File: src/rtl/mem_port_arbiter.sv
// mem_port_arbiter: shares one memory port between instruction fetch (I)
// and data load/store (D). D has priority. After STARVE_LIMIT consecutive D
// grants made while I waits, the next grant goes to I. Every grant is
// followed by exactly one IDLE cycle before the next arbitration.
module mem_port_arbiter #(
  parameter int unsigned STARVE_LIMIT = 4
) (
  input  logic        clk,
  input  logic        rst,
  // Instruction-fetch requester
  input  logic [31:0] i_addr,
  input  logic [3:0]  i_rmask,
  output logic [31:0] i_rdata,
  output logic        i_resp,
  // Data load/store requester
  input  logic [31:0] d_addr,
  input  logic [3:0]  d_rmask,
  input  logic [3:0]  d_wmask,
  input  logic [31:0] d_wdata,
  output logic [31:0] d_rdata,
  output logic        d_resp,
  // Shared memory port
  output logic [31:0] mem_addr,
  output logic [3:0]  mem_rmask,
  output logic [3:0]  mem_wmask,
  output logic [31:0] mem_wdata,
  input  logic [31:0] mem_rdata,
  input  logic        mem_resp,
  output logic        busy
);

  localparam int unsigned AW = 32;
  localparam int unsigned DW = 32;
  localparam int unsigned MW = 4;
  localparam int unsigned SW = $clog2(STARVE_LIMIT + 1);
  localparam logic [SW-1:0] STREAK_MAX = SW'(STARVE_LIMIT);

  typedef enum logic [1:0] {
    IDLE    = 2'd0,
    SERVE_I = 2'd1,
    SERVE_D = 2'd2
  } state_e;

  state_e        state_q, state_d;
  logic [AW-1:0] mem_addr_q, mem_addr_d;
  logic [MW-1:0] mem_rmask_q, mem_rmask_d;
  logic [MW-1:0] mem_wmask_q, mem_wmask_d;
  logic [DW-1:0] mem_wdata_q, mem_wdata_d;
  logic [SW-1:0] d_streak_q, d_streak_d;

  logic i_pend;
  logic d_pend;
  logic d_wins;

  // Request detection: any nonzero mask means the requester is waiting.
  assign i_pend = |i_rmask;
  assign d_pend = (|d_rmask) | (|d_wmask);

  // D wins unless I is waiting and D has already used up its streak.
  assign d_wins = d_pend & (~i_pend | (d_streak_q < STREAK_MAX));

  // State, shared-port and streak registers.
  always_ff @(posedge clk or posedge rst) begin
    if (rst) begin
      state_q     <= IDLE;
      mem_addr_q  <= '0;
      mem_rmask_q <= '0;
      mem_wmask_q <= '0;
      mem_wdata_q <= '0;
      d_streak_q  <= '0;
    end else begin
      state_q     <= state_d;
      mem_addr_q  <= mem_addr_d;
      mem_rmask_q <= mem_rmask_d;
      mem_wmask_q <= mem_wmask_d;
      mem_wdata_q <= mem_wdata_d;
      d_streak_q  <= d_streak_d;
    end
  end

  // Arbitration in IDLE, hold-until-response in SERVE_*.
  always_comb begin
    state_d     = state_q;
    mem_addr_d  = mem_addr_q;
    mem_rmask_d = mem_rmask_q;
    mem_wmask_d = mem_wmask_q;
    mem_wdata_d = mem_wdata_q;
    d_streak_d  = d_streak_q;

    unique case (state_q)
      IDLE: begin
        if (d_wins) begin
          state_d     = SERVE_D;
          mem_addr_d  = d_addr;
          mem_rmask_d = d_rmask;
          mem_wmask_d = d_wmask;
          mem_wdata_d = d_wdata;
          // Streak only grows while fetch is actually being held off.
          if (i_pend) begin
            if (d_streak_q != STREAK_MAX) begin
              d_streak_d = d_streak_q + SW'(1);
            end
          end else begin
            d_streak_d = '0;
          end
        end else if (i_pend) begin
          state_d     = SERVE_I;
          mem_addr_d  = i_addr;
          mem_rmask_d = i_rmask;
          mem_wmask_d = '0;
          mem_wdata_d = '0;
          d_streak_d  = '0;
        end
      end
      SERVE_I, SERVE_D: begin
        if (mem_resp) begin
          state_d     = IDLE;
          mem_rmask_d = '0;
          mem_wmask_d = '0;
        end
      end
      default: begin
        state_d     = IDLE;
        mem_rmask_d = '0;
        mem_wmask_d = '0;
      end
    endcase
  end

  // Responses and read data pass straight through to the current owner.
  assign i_resp  = mem_resp & (state_q == SERVE_I);
  assign d_resp  = mem_resp & (state_q == SERVE_D);
  assign i_rdata = mem_rdata;
  assign d_rdata = mem_rdata;

  assign mem_addr  = mem_addr_q;
  assign mem_rmask = mem_rmask_q;
  assign mem_wmask = mem_wmask_q;
  assign mem_wdata = mem_wdata_q;
  assign busy      = (state_q != IDLE);

endmodule

File: config.mk
export PLATFORM = sky130hd
export DESIGN_NAME = mem_port_arbiter
export DESIGN_NICKNAME = d
export VERILOG_FILES = /design/src/rtl/mem_port_arbiter.sv
export SDC_FILE = /design/constraint.sdc
export NUM_CORES = 1
export LEC_CHECK = 0
export CORE_ASPECT_RATIO = 1.4
export CORE_MARGIN = 3
export CORE_UTILIZATION = 32
export CTS_CLUSTER_SIZE = 25
export DETAILED_ROUTE_END_ITERATION = 10
export DONT_BUFFER_PORTS = 1
export SYNTH_ARGS = -nofsm -noshare
export SYNTH_HDL_FRONTEND = slang
export SYNTH_SLANG_ARGS = --single-unit
File: constraint.sdc
create_clock -name clk -period 2.4 [get_ports clk]
set_input_delay 0.36 -clock clk [delete_from_list [all_inputs] [get_ports clk]]
set_output_delay 0.36 -clock clk [all_outputs]
set_load 0.02 [all_outputs]
==> flow_summary.json <==
{
  "ys_ff_latch": 77,
  "worst_setup_path_end_kind": "flop",
  "powerDensity_nw_per_um2": 1630,
  "synth_top_cells_by_count": "dfrtp_1 (77), buf_4 (66), nand2_1 (40), a22o_1 (36), mux2i_1 (36)",
  "synth_top_area_share_pct": 50.5,
  "ys_top_cells_by_area": "dfrtp_1 (50%), buf_4 (13%), mux2i_1 (9.4%)",
  "critPathMaxFanout": 8,
  "ant_nets": 0,
  "synth.distinct_cells": 27,
  "final_area_um2": 3820,
  "path_class": "reg -> reg",
  "syn_inst": 342,
  "r2r_slack_ns": 0.44,
  "layout.nets": 426,
  "place_congestion": 0.709,
  "rows": 46,
  "drive_gt1_share_pct": 11.0,
  "slew-limit-headroom_pct": 54.7,
  "cts_num_sinks": 77,
  "wire_per_inst_um": 20.1,
  "dp_hpwl_um": 6500,
  "period_share_pct": 81.7,
  "io_pins": 282,
  "gr-total-overflow": 0,
  "core_area_um2": 11500,
  "globalRouteTotalUtil_pct": 12.8,
  "fin_util_pct": 33.2,
  "grt_max_degree": 51,
  "yosysSeqAreaShare_pct": 50.5,
  "n_antenna_cell": 0,
  "postCtsSetupRepairBufs": 0,
  "period_needed_ns": 1.96,
  "root_buffer": "clkbuf_16",
  "wl_um": 8550,
  "synthToLayoutAreaGrowth_pct": 0.164,
  "die_w_um": 98.3,
  "peakVddDrop_mv": 0.619,
  "fill_cells": 1149,
  "cp-start-kind": "flop",
  "setup-tns-final_ns": 0,
  "drc": 0,
  "grt_pass1_wl_um": 12700,
  "synth_area_um2": 3820,
  "holdWs_ns": 0.159,
  "dp.cells": 410,
  "yosysWarnings": 0,
  "synth_fp_nets": 490,
  "insertion_delay_ns": 0.33,
  "whs_path_depth": 1,
  "leakagePower_uw": 0.00164,
  "firstDrtPassIters": 3,
  "r2r_cells": 7,
  "cts_buffers": 9,
  "clk_path_buf_depth": 2,
  "num_vias": 2155,
  "crit_required_ns": 2.64,
  "rsz0062_at_grt": "no",
  "clock.fmax_ghz": 0.510,
  "h-tree-depth": 3,
  "placed_cell_area_um2": 3510,
  "stdcell_count": 426,
  "hold_class": "in -> reg",
  "ys_async_sr_fraction_pct": 100,
  "drv_cap": 0,
  "die_y_um": 135,
  "yosysMostFrequentCell": "dfrtp_1",
  "yosysTopAreaCell": "dfrtp_1",
  "finalSetupViolations": 0,
  "hold_viol": 0,
  "skew_ns": 0.00550,
  "synth_ff_type": "dfrtp_1",
  "antenna_found_initial": 0,
  "synth_edf_count": 0,
  "tightest_slew_ns": 0.677,
  "io_buffers": 0,
  "dieArea_um2": 13300,
  "drt_first_iter_violations": 97,
  "syn_area_per_cell_um2": 11.2,
  "start_util_pct": 33.2,
  "cts_tree": "yes",
  "outcome": "finished, final reports clean",
  "grt_pass1_vias": 2337,
  "slew_viol_final": 0,
  "clkTransAtPathRegs_ns": 0.06,
  "cp.arrival_ns": 2.20,
  "viasPerCell": 5.06
}
==> through the flow <==
step           worst slack [ns]  power, uW
6_report                  0.439       6230
5_1_grt                   0.285       6710
4_1_cts                   0.155       6350
3_5_place_dp            0.00302       4980
3_3_place_gp             0.0602       4880
2_1_floorplan            0.0733       4650
==> final cells by class <==
cell class	instances	area [um2]	area share (%)
sequential	77	1930	50.4
multi-input combinational	174	1270	33.2
clock buffer	9	225	5.89
tap	144	180	4.71
timing repair buffer	10	128	3.34
clock inverter	6	71.3	1.87
inverter	6	23.8	0.622
==> placed cells by master, fill, tap and decap left out, drive strengths merged <==
cell,count
dfrtp,77
nand2,40
o21ai,38
mux2i,36
a22o,36
clkbuf,9
buf,9
inv,7
ha,5
or4,3
and2,2
clkinvlp,2
nor3,2
nor2,2
clkinv,2
o31ai,1
o2bb2ai,1
o32ai,1
nand3,1
o22ai,1
nand2b,1
o41ai,1
or2,1
o2111ai,1
a21o,1
bufinv,1
dlygate4sd3,1
==> where the power goes <==
part           leakage, uW  switching [uW]  total [uW]  internal [uW]
combinational     0.000556             978        1760            784
sequential        0.000950            1200        3130           1930
clock             0.000139             531        1340            808
total              0.00164            2710        6230           3530
==> timing repair <==
item                                    in CTS  in global routing
hold buffers                                 1                  0
endpoints found under the setup margin       0                 32
endpoints found under the hold margin       32                  0
gates resized for setup                      0                  1
==> cells by family (layout without fill, tap and decap cells) <==
logic type | after synthesis | count (layout) | share of synthesized area, %
and+or+nand+nor | 52 | 52 | 5.90
AOI/OAI and AO/OA | 81 | 81 | 16.1
DFF | 77 | 77 | 50.5
muxes | 36 | 36 | 9.44
adders and majority gates | 5 | 5 | 1.64
buffers and inverters | 91 | 31 | 16.5
==> worst paths after layout <==
| check | start | endpoint |
|---|---|---|
| max reg2reg | state_q[0] | mem_rmask[3] |
| max in group asynchronous | rst | mem_wdata[28] |
| min | d_wdata[25] | mem_wdata[25] |
| max | state_q[0] | mem_rmask[3] |
| min reg2reg | state_q[1] | state_q[1] |
| min in group asynchronous | rst | mem_wdata[21] |
==> per-layer routing <==
layer  GRT usage, %  wire (um)  up-vias
li1               -          -      988
met1           12.6       2790      980
met2           20.8       4280      141
met3           5.92        895       46
met4           9.79        578        0
met5              0          0        -
==> state kept, by name (all words and copies together) (netlist names) <==
signal      count
mem_addr       32
d_streak_q      3
mem_wmask       4
mem_wdata      32
state_q         2
mem_rmask       4
==> worst max-delay path, stage by stage (launching register included) <==
cell and delay [ns]:
dfrtp_1 0.40, inv_1 0.09, ha_1 0.28, inv_1 0.20
o41ai_4 0.52, buf_4 0.24, nand2_1 0.05, o21ai_0 0.09
Note: power is estimated with default switching activity, not from simulation.
